--- src/rtl/vedic_pkg.sv ---
// rtl/vedic_pkg.sv - shared types and constants for the sequential vedic multiplier
// Purpose: FSM state encoding and the digit width used by the 2-bit-per-cycle datapath.
// Ports: none (package).
package vedic_pkg;

    typedef enum logic [1:0] {
        IDLE = 2'd0,
        BUSY = 2'd1,
        DONE = 2'd2
    } state_t;

    // Multiplier bits consumed per BUSY cycle.
    localparam int DIGIT_W = 2;

endpackage

--- src/rtl/vedic_mul_2xn.sv ---
// rtl/vedic_mul_2xn.sv - combinational N-bit by 2-bit vedic partial product
// Purpose: product = a * digit using vertical-crosswise (urdhva tiryagbhyam) columns.
// Ports:
//   a       - DATA_WIDTH-bit unsigned multiplicand
//   digit   - DIGIT_W-bit unsigned multiplier digit
//   product - DATA_WIDTH+2 bit result
module vedic_mul_2xn
    import vedic_pkg::*;
#(
    parameter int DATA_WIDTH = 8
) (
    input  logic [DATA_WIDTH-1:0]   a,
    input  logic [DIGIT_W-1:0]      digit,
    output logic [DATA_WIDTH+1:0]   product
);

    // Column i sums the vertical term a[i]*d0 and the crosswise term a[i-1]*d1.
    // Zero-padded copies keep every column index in range without special cases.
    logic [DATA_WIDTH:0] a_vert;
    logic [DATA_WIDTH:0] a_cross;

    assign a_vert  = {1'b0, a};
    assign a_cross = {a, 1'b0};

    always_comb begin
        logic       carry;
        logic [1:0] col;
        product = '0;
        carry   = 1'b0;
        col     = '0;
        for (int i = 0; i <= DATA_WIDTH; i++) begin
            // Two partial bits plus an incoming carry never exceed 3, so a 1-bit carry suffices.
            col = {1'b0, a_vert[i] & digit[0]}
                + {1'b0, a_cross[i] & digit[1]}
                + {1'b0, carry};
            product[i] = col[0];
            carry      = col[1];
        end
        product[DATA_WIDTH+1] = carry;
    end

endmodule

--- src/rtl/vedic_multiplier_seq.sv ---
// rtl/vedic_multiplier_seq.sv - sequential signed/unsigned multiplier, one 2-bit digit per cycle
// Purpose: accepts an operand pair in IDLE, accumulates DATA_WIDTH/2 vedic partial products
//          in BUSY, and presents the registered product in DONE until consumed.
// Ports:
//   clk, rst_n            - clock, asynchronous active-low reset
//   in_valid / in_ready   - operand handshake (in_ready only in IDLE)
//   inData_A, inData_B    - multiplicand / multiplier
//   in_signed             - 1 = two's-complement operands
//   out_valid / out_ready - product handshake (out_valid only in DONE)
//   outData_C             - registered 2*DATA_WIDTH product
module vedic_multiplier_seq
    import vedic_pkg::*;
#(
    parameter int DATA_WIDTH = 8
) (
    input  logic                      clk,
    input  logic                      rst_n,
    input  logic                      in_valid,
    output logic                      in_ready,
    input  logic [DATA_WIDTH-1:0]     inData_A,
    input  logic [DATA_WIDTH-1:0]     inData_B,
    input  logic                      in_signed,
    output logic                      out_valid,
    input  logic                      out_ready,
    output logic [2*DATA_WIDTH-1:0]   outData_C
);

    localparam int PW   = 2 * DATA_WIDTH;
    localparam int NDIG = DATA_WIDTH / DIGIT_W;
    localparam int CW   = (NDIG > 1) ? $clog2(NDIG) : 1;

    state_t                 state;
    logic [DATA_WIDTH-1:0]  mag_a;
    logic [DATA_WIDTH-1:0]  mag_b;
    logic                   sign;
    logic [PW-1:0]          acc;
    logic [CW-1:0]          cnt;

    logic [DATA_WIDTH-1:0]  a_abs;
    logic [DATA_WIDTH-1:0]  b_abs;
    logic [DATA_WIDTH-1:0]  b_shifted;
    logic [DIGIT_W-1:0]     digit;
    logic [DATA_WIDTH+1:0]  pp;
    logic [PW-1:0]          pp_shifted;
    logic [PW-1:0]          acc_next;
    logic                   last_digit;

    // Magnitudes are taken at capture; -2^(N-1) maps to 2^(N-1), which still fits N unsigned bits.
    assign a_abs = (in_signed && inData_A[DATA_WIDTH-1]) ? (~inData_A + DATA_WIDTH'(1)) : inData_A;
    assign b_abs = (in_signed && inData_B[DATA_WIDTH-1]) ? (~inData_B + DATA_WIDTH'(1)) : inData_B;

    assign b_shifted  = mag_b >> (DIGIT_W * cnt);
    assign digit      = b_shifted[DIGIT_W-1:0];
    assign pp_shifted = PW'(pp) << (DIGIT_W * cnt);
    assign acc_next   = acc + pp_shifted;
    assign last_digit = (cnt == CW'(NDIG - 1));

    vedic_mul_2xn #(
        .DATA_WIDTH (DATA_WIDTH)
    ) u_mul (
        .a       (mag_a),
        .digit   (digit),
        .product (pp)
    );

    always_ff @(posedge clk or negedge rst_n) begin
        if (!rst_n) begin
            state     <= IDLE;
            in_ready  <= 1'b1;
            out_valid <= 1'b0;
            outData_C <= '0;
            mag_a     <= '0;
            mag_b     <= '0;
            sign      <= 1'b0;
            acc       <= '0;
            cnt       <= '0;
        end else begin
            case (state)
                IDLE: begin
                    if (in_valid) begin
                        mag_a    <= a_abs;
                        mag_b    <= b_abs;
                        sign     <= in_signed & (inData_A[DATA_WIDTH-1] ^ inData_B[DATA_WIDTH-1]);
                        acc      <= '0;
                        cnt      <= '0;
                        in_ready <= 1'b0;
                        state    <= BUSY;
                    end
                end
                BUSY: begin
                    acc <= acc_next;
                    if (last_digit) begin
                        outData_C <= sign ? (-acc_next) : acc_next;
                        out_valid <= 1'b1;
                        state     <= DONE;
                    end else begin
                        cnt <= cnt + CW'(1);
                    end
                end
                DONE: begin
                    if (out_ready) begin
                        out_valid <= 1'b0;
                        in_ready  <= 1'b1;
                        state     <= IDLE;
                    end
                end
                default: begin
                    out_valid <= 1'b0;
                    in_ready  <= 1'b1;
                    state     <= IDLE;
                end
            endcase
        end
    end

endmodule
--- config.mk ---
export PLATFORM = sky130hd
export DESIGN_NAME = vedic_multiplier_seq
export DESIGN_NICKNAME = d
export VERILOG_FILES = /design/src/rtl/vedic_pkg.sv /design/src/rtl/vedic_mul_2xn.sv /design/src/rtl/vedic_multiplier_seq.sv
export SDC_FILE = /design/constraint.sdc
export NUM_CORES = 1
export LEC_CHECK = 0
export CORE_MARGIN = 2
export CORE_UTILIZATION = 58
export CTS_CLUSTER_DIAMETER = 100
export DETAILED_ROUTE_END_ITERATION = 8
export PLACE_DENSITY = 0.81
export SLEW_MARGIN = 0
export SYNTH_ARGS = -nofsm -noshare
export SYNTH_HDL_FRONTEND = slang
export SYNTH_SLANG_ARGS = --single-unit
--- constraint.sdc ---
create_clock -name clk -period 8.5 [get_ports clk]
set_clock_uncertainty 0.1 [all_clocks]
set_input_delay 1.7 -clock clk [delete_from_list [all_inputs] [get_ports clk]]
set_output_delay 1.7 -clock clk [all_outputs]
set_load 0.05 [all_outputs]
* Word level (Yosys, flattened, before mapping) *
Index checks and enable logic that the tools add are counted.

storage, ports and cells
  word-level logic and storage cells = 88
  output and inout port bits = 18
  input port bits = 21
  flip-flop bits (word level) = 55

operators by class
  multiplexer cells = 18
  add/sub/neg operators = 19
  equality and inequality tests = 7
  shifts and indexed selects = 2
  reductions and logical operators = 11
  bitwise operators = 22

operators with widths
  kind                   number
  $mux W16               2
  $pmux W16 S2           1
  $and A1 B1 Y1          17
  $add A1 B1 Y2          8
  $add A16 B16 Y16       1
  $add A8 B1 Y8 const B  2
  $mux W8                2
  $neg A16 Y16           1
  $not A8 Y8             2
  $shl A10 B3 Y16        1
  $add A2 B1 Y2          6
  $reduce_and A3 Y1      4
  $mux W2                5
  $ne A2 B2 Y1 const B   4
  $shr A8 B3 Y2          1
  $pmux W1 S3            2
  $pmux W2 S3            1
  $reduce_and A2 Y1      3
  $eq A2 B2 Y1 const B   2
  $mux W1                4
  $pmux W2 S2            1
  $add A2 B1 Y2 const B  1
  $eq A2 B1 Y1 const B   1
  $logic_and A1 B1 Y1    2
  4 further kinds        5

* Depth between registers and ports, before layout *
Gate-level depths: netlist of the first run.

  depth in word-level cells = 14
  depth in mapped cells = 30
  gate-level depth less buffers = 28

* By module *
From an unflattened synthesis of the first run, not the netlist that was laid out.

unflattened totals
  cell total of the unflattened synthesis = 441
  area total of the unflattened synthesis = 3,862.5 um2

modules (own cells, without submodules)
  module                area each (um2)  times used  cells each  seq. area each (um2)
  vedic_multiplier_seq  3,607.2          1           409         1,377.6
  vedic_mul_2xn         255.2            1           32          0.0

* Least setup slack after synthesis of the first run *
OpenSTA, ideal clock, no wires.

  path type = register to register
  start point = register cnt[1]
  end point = register outData_C[14]
  path slack = 2.240 ns
  required time = 8.278 ns
  stages on the path, launching flop included = 30
  path buffers = 1
  period minus slack after synthesis = 6.260 ns
  arrival = 6.038 ns
  cells stage by stage = dfrtp_1 -> buf_1 -> mux4_2 -> and2_1 -> ha_1 -> inv_1 -> fa_1 -> inv_1 -> fa_1 -> inv_1 -> fa_1 -> fa_1 -> fa_1 -> fa_1 -> inv_1 -> ha_1 -> inv_1 -> mux2i_1 -> nand2_1 -> o21ai_0 -> ha_1 -> a21o_1 -> a211o_1 -> a41o_1 -> a211o_1 -> and2_1 -> nand4_1 -> o31ai_1 -> xnor2_1 -> o21ai_1

between the ends
  cells in the longest elaborated chain, start to end = 14
  elaborated cells on any way between the ends = 37
  classes of those cells = add/sub: 16; eq/ne: 1; shift: 2; mux: 1; bitwise: 16; reduce/logical: 1

RTL lines
  element                                  line                                      RTL
  start: declaration                       vedic_multiplier_seq.sv:37                logic [CW-1:0] cnt;
  start signal: assignment                 vedic_multiplier_seq.sv:97                cnt <= cnt + CW'(1);
  $shr A8 B3 Y2                            vedic_multiplier_seq.sv:52                assign b_shifted = mag_b >> (DIGIT_W * cnt);
  $and A1 B1 Y1, on equally long branches  vedic_mul_2xn.sv:33, vedic_mul_2xn.sv:34
  $add A1 B1 Y2                            vedic_mul_2xn.sv:34                       + {1'b0, a_cross[i] & digit[1]}
  $add A2 B1 Y2 (6 in series)              vedic_mul_2xn.sv:35                       + {1'b0, carry};
  $add A1 B1 Y2                            vedic_mul_2xn.sv:35
  $shl A10 B3 Y16                          vedic_multiplier_seq.sv:54                assign pp_shifted = PW'(pp) << (DIGIT_W * cnt);
  $add A16 B16 Y16                         vedic_multiplier_seq.sv:55                assign acc_next = acc + pp_shifted;
  $neg A16 Y16                             vedic_multiplier_seq.sv:93                outData_C <= sign ? (-acc_next) : acc_next;
  $mux W16                                 vedic_multiplier_seq.sv:93
  end signal: assignment                   vedic_multiplier_seq.sv:93
  end: declaration                         vedic_multiplier_seq.sv:25                output logic [2*DATA_WIDTH-1:0] outData_C

Parallel ways exist; a longest one is shown, timed or not.
A chain may end at the register's enable or synchronous reset.

* Final worst setup path of the first run *
  start point = register cnt[0]
  end point = register outData_C[14]

Same word-level chain as after synthesis.

==> impl_metrics.py, run 1 <==
metrics = {
    "placed_design": {
        "post-place-ws_ns": 1.26,
        "place_congestion": 0.861,
        "portBuffers": 38,
        "hpwl_um": 6850,
    },
    "global_routing": {
        "grt_first_pass_wirelength_um": 15300,
        "grt_max_degree": 56,
        "grtUsageMet3_pct": 2.94,
        "grt_usage_pct": 25.4,
        "use_met2_pct": 46.1,
        "busiest_layer": "met2",
        "grt_antenna_before_repair": 0,
        "grt-ovfl-total": 0,
        "grt_pass1_vias": 3266,
        "use_met1_pct": 31.9,
    },
    "worst_setup_path": {
        "arrival_ns": 7.40,
        "crit_path_start_kind": "flop",
        "r2r_cells": 28,
        "crit_type": "reg -> reg",
        "r2r-start": "cnt[0]",
        "slowest_stage": "dfrtp_1",
        "startpoint": "cnt[0]",
        "cp_slowest_stage_delay_ns": 0.92,
        "crit_path_frequent_cell": "fa_1",
        "rrSetupSlack_ns": 1.19,
        "path_max_fanout": 25,
        "critPathRequiredTime_ns": 8.59,
        "r2r_end": "outData_C[14]",
        "crit_end": "outData_C[14]",
        "worstSetupEndpointType": "flop",
    },
    "drt": {
        "drtAntennaViolNets": 0,
        "routed_wirelength_um": 8960,
        "vias": 3289,
        "drcViolationCount": 0,
        "vias_per_cell": 5.88,
        "drt-initial-drc-count": 228,
        "first_pass_iters": 5,
        "wl_per_cell_um": 16.0,
    },
    "yosys": {
        "synth_cell_type_count": 67,
        "syn_area_per_cell_um2": 8.98,
        "ys_warn_count": 0,
        "synth_top_cell_by_area": "dfrtp_1",
        "synth-main-ff-cell": "dfrtp_1",
        "netlist_area_um2": 4020,
        "synth_cells": 448,
        "synth_commonest_cells": "70 x nand2_1, 54 x dfrtp_1, 38 x o21ai_0",
        "yosysMostFrequentCell": "nand2_1",
        "synthesis.nets": 498,
        "ys_seq_area_share_pct": 34.3,
        "synth_edf_count": 0,
        "synthTopCellsByArea": "dfrtp_1 34%, ha_1 6.8%, nand2_1 6.5%, o21ai_0 4.7%, xor2_1 3.7%",
        "async_flop_share_pct": 100,
        "ys_seq_elements": 55,
        "yosys.area.top_type_share_pct": 33.6,
    },
    "timing": {
        "final-setup-viol-count": 0,
        "fin_crit_sh_pct": 86.0,
        "grt_setup_unrepaired": "no",
        "fmax_ghz": 0.137,
        "finalMaxSlewViolations": 0,
        "tightest_slew_ns": 1.01,
        "final.setup.worst_slack_ns": 1.19,
        "max_slew_margin_pct": 32.8,
        "setup_tns_ns": 0,
        "finalWorstPathRequiredPeriod_ns": 7.31,
        "final_hold_viol_count": 0,
    },
    "cts": {
        "clk_pin_slew_ns": 0.11,
        "cts_tree": "built",
        "post_cts_buffers": 0,
        "cts_root_buffer": "clkbuf_8",
        "numCtsBuffers": 5,
        "htree_levels": 2,
        "cts_buffer_depth": 2,
        "cts_sinks": 55,
        "clock_latency_ns": 0.33,
        "cts_resized": 0,
        "cts_hold_buf": 0,
    },
    "floorplan": {
        "fp-row-count": 30,
        "start_util_pct": 59.5,
        "pin_count": 39,
        "chipHeight_um": 87.3,
        "core_area_um2": 6760,
        "die_area_um2": 7620,
        "fp.dieW_um": 87.3,
    },
    "hold_path": {
        "hp-class": "reg -> reg",
    },
    "finish": {
        "nFillCells": 566,
        "layout.nets": 528,
        "area_delta_synth_final_pct": 13.1,
        "n_antenna_cell": 0,
        "regArea_um2": 1380,
        "multi_input_area_um2": 2490,
        "fin_util_pct": 67.3,
        "drive_above_1_share_pct": 7.10,
    },
    "outcome": {
        "outcome": "finished, final reports clean",
    },
    "job": {
        "cap_violations": 0,
    },
}
sequential cells by signal, indices dropped and copies added (netlist names):
| signal | flops |
|---|---|
| outData_C | 16 |
| out_valid | 1 |
| state | 2 |
| in_ready | 1 |
| mag_a | 8 |
| sign | 1 |
| cnt | 2 |
| mag_b | 8 |
| acc | 16 |
final cells by class:
cell class,count,area share (%)
Multi-Input combinational cell,357,54.7
Sequential cell,55,30.3
Timing Repair Buffer,40,8.58
Tap cell,80,2.20
Inverter,19,1.57
Clock buffer,5,1.51
Clock inverter,3,1.10
kinds of logic (layout without fill, tap and decap cells):
| kind of cell | after synthesis | in the layout | share of synthesized area (%) |
|---|---|---|---|
| simple gates | 153 | 153 | 18.1 |
| compound gates | 124 | 124 | 20.8 |
| flops | 55 | 55 | 34.3 |
| buf+inv | 36 | 67 | 3.83 |
| xor+xnor | 35 | 35 | 8.00 |
| fa+ha+maj | 29 | 29 | 10.3 |
| mux | 16 | 16 | 4.70 |
critical path: cells and delay by family, from the launching register on:
family / cells / cell delay (ns)
multiplexers: 2 / 0.57
adder cells (fa/ha/maj): 9 / 3.12
flip-flops: 1 / 0.92
AO/OA/AOI/OAI: 6 / 1.35
AND/OR/NAND/NOR: 4 / 0.54
buffers and inverters: 6 / 0.40
XOR/XNOR: 1 / 0.19
worst min path at each step:
stage	startpoint	end	slack, ns	cells after the start
6_report	mag_b[7]	mag_b[7]	0.38	2
2_1_floorplan	mag_b[7]	mag_b[7]	0.34	2
5_1_grt	outData_C[7]	outData_C[7]	0.42	2
3_5_place_dp	mag_b[7]	mag_b[7]	0.36	2
3_3_place_gp	mag_b[7]	mag_b[7]	0.36	2
4_1_cts	mag_b[7]	mag_b[7]	0.39	2
metal layers:
layer	routed length, µm	share of wire [%]	up-vias
li1	-	-	1648
met1	3850	43	1549
met3	292	3.3	14
met4	135	1.5	0
met2	4680	52	78
met5	0	0	-
layout by cell type, fill, tap and decap left out, types with 3 or more instances in the layout:
cell / instances
a21o_1: 5
o21ai_0: 38
a22o_1: 8
fa_1: 7
inv_1: 17
nand2b_1: 6
mux2i_1: 11
nand4_1: 3
nand3_1: 12
o21ai_1: 11
xor2_1: 17
o31ai_1: 5
clkbuf_8: 5
ha_1: 22
nand2_1: 70
nor3b_1: 3
a21oi_1: 18
or3_1: 5
dfrtp_1: 54
clkdlybuf4s50_1: 37
and2_1: 9
a31oi_1: 6
nor2_1: 29
xnor2_1: 16
mux2_2: 3
a211oi_1: 3
nor3_1: 4
per-stage QoR:
stage	hold slack (ns)	cell area, µm²	cells
after floorplan	0.341	4020	448
after global placement	0.357	4430	551
after detailed placement	0.359	4430	551
after CTS	0.386	4550	559
after global routing	0.420	4550	559
final	0.380	4550	559
Power of run 1 is left out: the tool's default activity adds up to more than one toggle a clock period on the data nets, which glitch-free logic cannot reach.
==> run 2, diff against run 1 <==
--- a/config.mk
+++ b/config.mk
@@ -5,8 +5,11 @@
 export SDC_FILE = /design/constraint.sdc
 export NUM_CORES = 1
 export LEC_CHECK = 0
+export ABC_AREA = 1
+export CAP_MARGIN = 25
+export CORE_ASPECT_RATIO = 1.4
 export CORE_MARGIN = 2
-export CORE_UTILIZATION = 58
+export CORE_UTILIZATION = 59
 export CTS_CLUSTER_DIAMETER = 100
 export DETAILED_ROUTE_END_ITERATION = 8
 export PLACE_DENSITY = 0.81
==> run 2 against run 1 <==
Critical path type unchanged. Die area increased by 5.2%. Worst hold slack lost 0.0053 ns. Largest cell class unchanged. Clock-buffer cell count stayed put. Sequential cell count unchanged. Final cell count is 37% higher. Core utilization grew 1.5 points. Final area increased by 6.3%. Non-clock buffer count grew 1. Wire length rose by 21%.
==> impl_metrics.py, run 2 <==
metrics = {
    "drt": {
        "first_pass_iters": 5,
        "met3WireLength_um": 363,
        "vias_per_cell": 5.55,
        "drtAntennaViolNets": 0,
        "met2_length_um": 5950,
        "wl_met1_um": 4020,
        "drt-initial-drc-count": 164,
        "routed_wirelength_um": 10800,
        "drcViolationCount": 0,
        "vias": 4250,
        "top_layer": "met4",
        "wl_per_cell_um": 14.2,
    },
    "cts": {
        "cts_tree": "built",
        "cts_hold_buf": 0,
        "numCtsBuffers": 5,
        "clk_pin_slew_ns": 0.10,
        "cts_root_buffer": "clkbuf_8",
        "post_cts_buffers": 0,
        "cts_buffer_depth": 2,
        "cts_sinks": 55,
        "clock_latency_ns": 0.33,
        "htree_levels": 2,
        "cts_resized": 0,
    },
    "worst_setup_path": {
        "crit_type": "reg -> reg",
        "slowest_stage": "dfrtp_1",
        "cp_top_family": "adder cells",
        "critPathRequiredTime_ns": 8.61,
        "cp_slowest_stage_delay_ns": 0.75,
        "crit_path_frequent_cell": "nand2_1",
        "critPathBufInv": 6,
        "arrival_ns": 6.90,
        "worstSetupEndpointType": "flop",
        "crit_path_start_kind": "flop",
        "path_max_fanout": 22,
    },
    "timing": {
        "final_hold_viol_count": 0,
        "finalMaxSlewViolations": 0,
        "final.setup.worst_slack_ns": 1.71,
        "fin_crit_sh_pct": 79.9,
        "grt_setup_unrepaired": "no",
        "final-setup-viol-count": 0,
        "finalWorstPathRequiredPeriod_ns": 6.79,
        "fmax_ghz": 0.147,
        "max_slew_margin_pct": 45.1,
        "tightest_slew_ns": 0.821,
        "setup_tns_ns": 0,
    },
    "floorplan": {
        "pin_count": 39,
        "die_area_um2": 8010,
        "chipHeight_um": 105,
        "core_area_um2": 7030,
        "start_util_pct": 61.3,
        "fp-row-count": 36,
        "fp.dieW_um": 76.2,
    },
    "yosys": {
        "synth_commonest_cells": "201 x nand2_1, 81 x inv_1, 70 x nand3_1",
        "synth-main-ff-cell": "dfrtp_1",
        "ys_seq_elements": 55,
        "async_flop_share_pct": 100,
        "synth_top_cell_by_area": "dfrtp_1",
        "syn_area_per_cell_um2": 6.75,
        "synthesis.nets": 688,
        "synth_cell_type_count": 34,
        "synth_cells": 638,
        "ys_warn_count": 0,
        "ys_seq_area_share_pct": 32.0,
        "synth_edf_count": 0,
        "yosys.area.top_type_share_pct": 31.4,
        "yosysMostFrequentCell": "nand2_1",
        "synthTopCellsByArea": "dfrtp_1 31%, nand2_1 18%, nand3_1 8.1%, inv_1 7.1%, o21ai_0 6.6%",
        "netlist_area_um2": 4310,
    },
    "placed_design": {
        "hpwl_um": 8730,
        "numPlacedInstances": 758,
        "post-place-ws_ns": 1.80,
        "place_congestion": 1.04,
        "portBuffers": 38,
    },
    "finish": {
        "n_antenna_cell": 0,
        "fin_cells": 766,
        "area_delta_synth_final_pct": 12.2,
        "drive_above_1_share_pct": 5.81,
        "final_cell_mix": "201 x nand2_1, 81 x inv_1, 70 x nand3_1",
        "nFillCells": 661,
        "layout.nets": 720,
        "top_regs": "acc (16), outData_C (16)",
        "final_common_cell": "nand2_1",
    },
    "hold_path": {
        "hp-class": "reg -> reg",
    },
    "outcome": {
        "outcome": "finished, final reports clean",
    },
    "global_routing": {
        "grt_max_degree": 56,
        "grt_pass1_vias": 4213,
        "grt-ovfl-total": 0,
        "grt_usage_pct": 28.7,
        "grt_antenna_before_repair": 0,
        "grt_first_pass_wirelength_um": 18400,
    },
    "job": {
        "cap_violations": 0,
    },
}
run 2: worst paths after layout:
kind                            startpoint  slack, ns  cells past startpoint       endpoint
max in group asynchronous            rst_n       6.42                      2       mag_a[6]
worst min register to register    in_ready       0.38                      2       in_ready
min in group asynchronous            rst_n       1.37                      2         acc[6]
worst min-delay path              in_ready       0.38                      2       in_ready
worst max register to register      cnt[0]       1.71                     33  outData_C[14]
worst max-delay path                cnt[0]       1.71                     33  outData_C[14]
run 2: area by class of cell:
cell class | instances | area [µm²] | share of cell area [%]
multi-input combinational | 480 | 2520 | 52.2
sequential | 55 | 1380 | 28.5
timing repair buffer | 41 | 398 | 8.23
inverter | 87 | 327 | 6.75
tap | 95 | 119 | 2.46
clock buffer | 5 | 68.8 | 1.42
clock inverter | 3 | 23.8 | 0.492
run 2: through the flow:
step | util (%) | hold WS [ns] | area, µm²
final | 68.8 | 0.375 | 4840
after global routing | 68.8 | 0.402 | 4840
after CTS | 68.8 | 0.377 | 4840
after detailed placement | 67.5 | 0.363 | 4740
after global placement | 67.5 | 0.353 | 4740
after floorplan | - | 0.346 | 4310
run 2: kinds of logic after synthesis:
family	Yosys count	synth area share [%]
buffers and inverters	103	9.49
XOR/XNOR	18	3.66
multiplexers	2	0.465
AO/OA/AOI/OAI	81	9.93
adder cells (fa/ha/maj)	29	9.64
flip-flops	55	32.0
AND/OR/NAND/NOR	350	34.8
run 2: routing by layer:
metal	vias up	GRT usage [%]
met5	-	0
met4	0	15.3
met2	124	55.2
li1	2089	-
met1	1997	29.3
met3	40	3.97
run 2: tightest hold or removal path: stages (launching register included):
cell and delay (ns):
dfstp_2 0.38, nand2_1 0.05, nand2_1 0.05
Power of run 2 is left out for the same reason.
==> run 3, diff against run 2 <==
--- a/config.mk
+++ b/config.mk
@@ -9,10 +9,10 @@
 export CAP_MARGIN = 25
 export CORE_ASPECT_RATIO = 1.4
 export CORE_MARGIN = 2
-export CORE_UTILIZATION = 59
+export CORE_UTILIZATION = 53
 export CTS_CLUSTER_DIAMETER = 100
 export DETAILED_ROUTE_END_ITERATION = 8
-export PLACE_DENSITY = 0.81
+export PLACE_DENSITY = 0.77
 export SLEW_MARGIN = 0
 export SYNTH_ARGS = -nofsm -noshare
 export SYNTH_HDL_FRONTEND = slang
==> constraint.sdc (replaced) <==
create_clock -name clk -period 5.5 [get_ports clk]
set_clock_uncertainty 0.1 [all_clocks]
set_input_delay 1.1 -clock clk [delete_from_list [all_inputs] [get_ports clk]]
set_output_delay 1.1 -clock clk [all_outputs]
set_load 0.05 [all_outputs]
==> run 3 against run 2 <==
Wire length grew 12%. Maximum frequency grew 25%. Critical path depth grew 1. Sequential share of layout area shrank 4.1 points. Final area grew 17%. Final cell count grew 7.2%. Core utilization grew 3.2 points. Die area grew 11%. Global-route usage shrank 1.6 points. Non-clock buffer count grew 50. Clock-buffer cell count grew 1.
==> impl_metrics.py, run 3 (synthesized netlist as in run 2, its figures left out) <==
metrics = {
    "worst_setup_path": {
        "critPathRequiredTime_ns": 5.61,
        "crit_path_start_kind": "flop",
        "path_max_fanout": 4,
        "cp_slowest_stage_delay_ns": 0.44,
        "cp_top_family": "adder cells",
        "slowest_stage": "dfrtp_1",
        "critPathBufInv": 9,
        "crit_path_frequent_cell": "fa_2",
        "arrival_ns": 5.56,
        "crit_type": "reg -> reg",
        "worstSetupEndpointType": "flop",
    },
    "timing": {
        "final-setup-viol-count": 0,
        "fmax_ghz": 0.184,
        "finalMaxSlewViolations": 0,
        "final_hold_viol_count": 0,
        "grt_setup_unrepaired": "yes",
        "fin_crit_sh_pct": 99.0,
        "finalWorstPathRequiredPeriod_ns": 5.45,
        "tightest_slew_ns": 0.796,
        "max_slew_margin_pct": 46.8,
    },
    "global_routing": {
        "grt_usage_pct": 27.1,
        "grt_max_degree": 56,
        "grt_first_pass_wirelength_um": 18900,
        "grt_pass1_vias": 4329,
        "grt-ovfl-total": 0,
        "grt_antenna_before_repair": 0,
    },
    "cts": {
        "cts_tree": "built",
        "cts_sinks": 55,
        "numCtsBuffers": 5,
        "cts_buffer_depth": 2,
        "cts_root_buffer": "clkbuf_8",
        "clk_pin_slew_ns": 0.10,
        "clock_latency_ns": 0.33,
        "htree_levels": 2,
    },
    "drt": {
        "vias": 4465,
        "routed_wirelength_um": 12100,
        "drcViolationCount": 0,
        "first_pass_iters": 5,
        "drtAntennaViolNets": 0,
        "vias_per_cell": 5.44,
        "wl_per_cell_um": 14.8,
        "drt-initial-drc-count": 285,
    },
    "finish": {
        "final_common_cell": "nand2_1",
        "n_antenna_cell": 0,
        "final_cell_mix": "176 x nand2_1, 72 x inv_1, 62 x nand3_1",
        "area_delta_synth_final_pct": 31.2,
        "layout.nets": 770,
        "drive_above_1_share_pct": 23.7,
        "design_area_um2": 5650,
        "multi_input_area_um2": 2930,
        "top_regs": "acc (16), outData_C (16)",
        "nFillCells": 619,
        "regArea_um2": 1380,
    },
    "hold_path": {
        "hp-class": "reg -> reg",
    },
    "floorplan": {
        "chipHeight_um": 111,
        "fp.dieW_um": 80.2,
        "fp-row-count": 38,
        "start_util_pct": 54.9,
        "die_area_um2": 8880,
        "core_area_um2": 7850,
        "pin_count": 39,
    },
    "placed_design": {
        "hpwl_um": 9060,
        "place_area_um2": 5050,
        "place_congestion": 0.979,
        "portBuffers": 38,
    },
    "outcome": {
        "outcome": "finished, final reports clean",
    },
    "job": {
        "cap_violations": 0,
    },
}
## run 3: cell count changes in the layout (fill, tap and decap cells not counted), sizes merged
cell	delta
bufinv	+1
clkinvlp	-1
clkbuf	+1
clkinv	-1
buf	+50
## run 3: area by class of cell
| type | instances | share of cell area, % |
|---|---|---|
| clock buffers | 6 | 1.28 |
| well taps | 100 | 2.21 |
| flip-flops and latches | 55 | 24.4 |
| repair buffers | 91 | 13.8 |
| clock inverters | 2 | 0.686 |
| inverters | 87 | 5.80 |
| multi-input cells | 480 | 51.8 |
## run 3: timing repair
item	4_1_cts	5_1_grt
gates resized for setup	28	83
hold endpoints to repair	0	0
hold buffers	0	0
setup buffers	4	7
pin swaps	15	51
endpoints found under the setup margin	15	15
## run 3: final timing paths
path                            slack, ns  cells after the start       endpoint     start
worst min register to register       0.37                      2       in_ready  in_ready
worst max-delay path                 0.05                     34  outData_C[12]    cnt[0]
worst max register to register       0.05                     34  outData_C[12]    cnt[0]
min in group asynchronous            0.78                      2         acc[6]     rst_n
worst min-delay path                 0.37                      2       in_ready  in_ready
max in group asynchronous            4.02                      2       mag_a[3]     rst_n
## run 3: worst register-to-register path, delay by kind of cell (launching register included)
| kind | cells | cell delay, ns |
|---|---|---|
| and+or+nand+nor | 13 | 1.20 |
| adders and majority gates | 9 | 2.50 |
| DFF | 1 | 0.44 |
| buffers and inverters | 9 | 0.70 |
| AOI/OAI and AO/OA | 3 | 0.38 |
## run 3: per-layer routing
layer	GRT usage (%)	wire length, µm	vias to the layer above
li1	-	-	2193
met1	27.5	4320	2060
met2	51.1	6530	161
met3	4.23	553	51
met4	13.8	716	0
met5	0	0	-
## run 3: through the flow
step / setup TNS, ns / setup slack [ns] / std cells / hold WS [ns] / utilization, %
6_report: 0 / 0.0523 / 821 / 0.369 / 72.1
5_1_grt: -1.22 / -0.243 / 821 / 0.392 / 72.1
4_1_cts: 0 / 0.0246 / 814 / 0.374 / 67.1
3_5_place_dp: -3.48 / -0.479 / 802 / 0.360 / 64.3
3_3_place_gp: -1.78 / -0.320 / 802 / 0.354 / 64.3
2_1_floorplan: 0 / 0.0221 / 638 / 0.346 / -
Power of run 3 is left out for the same reason.
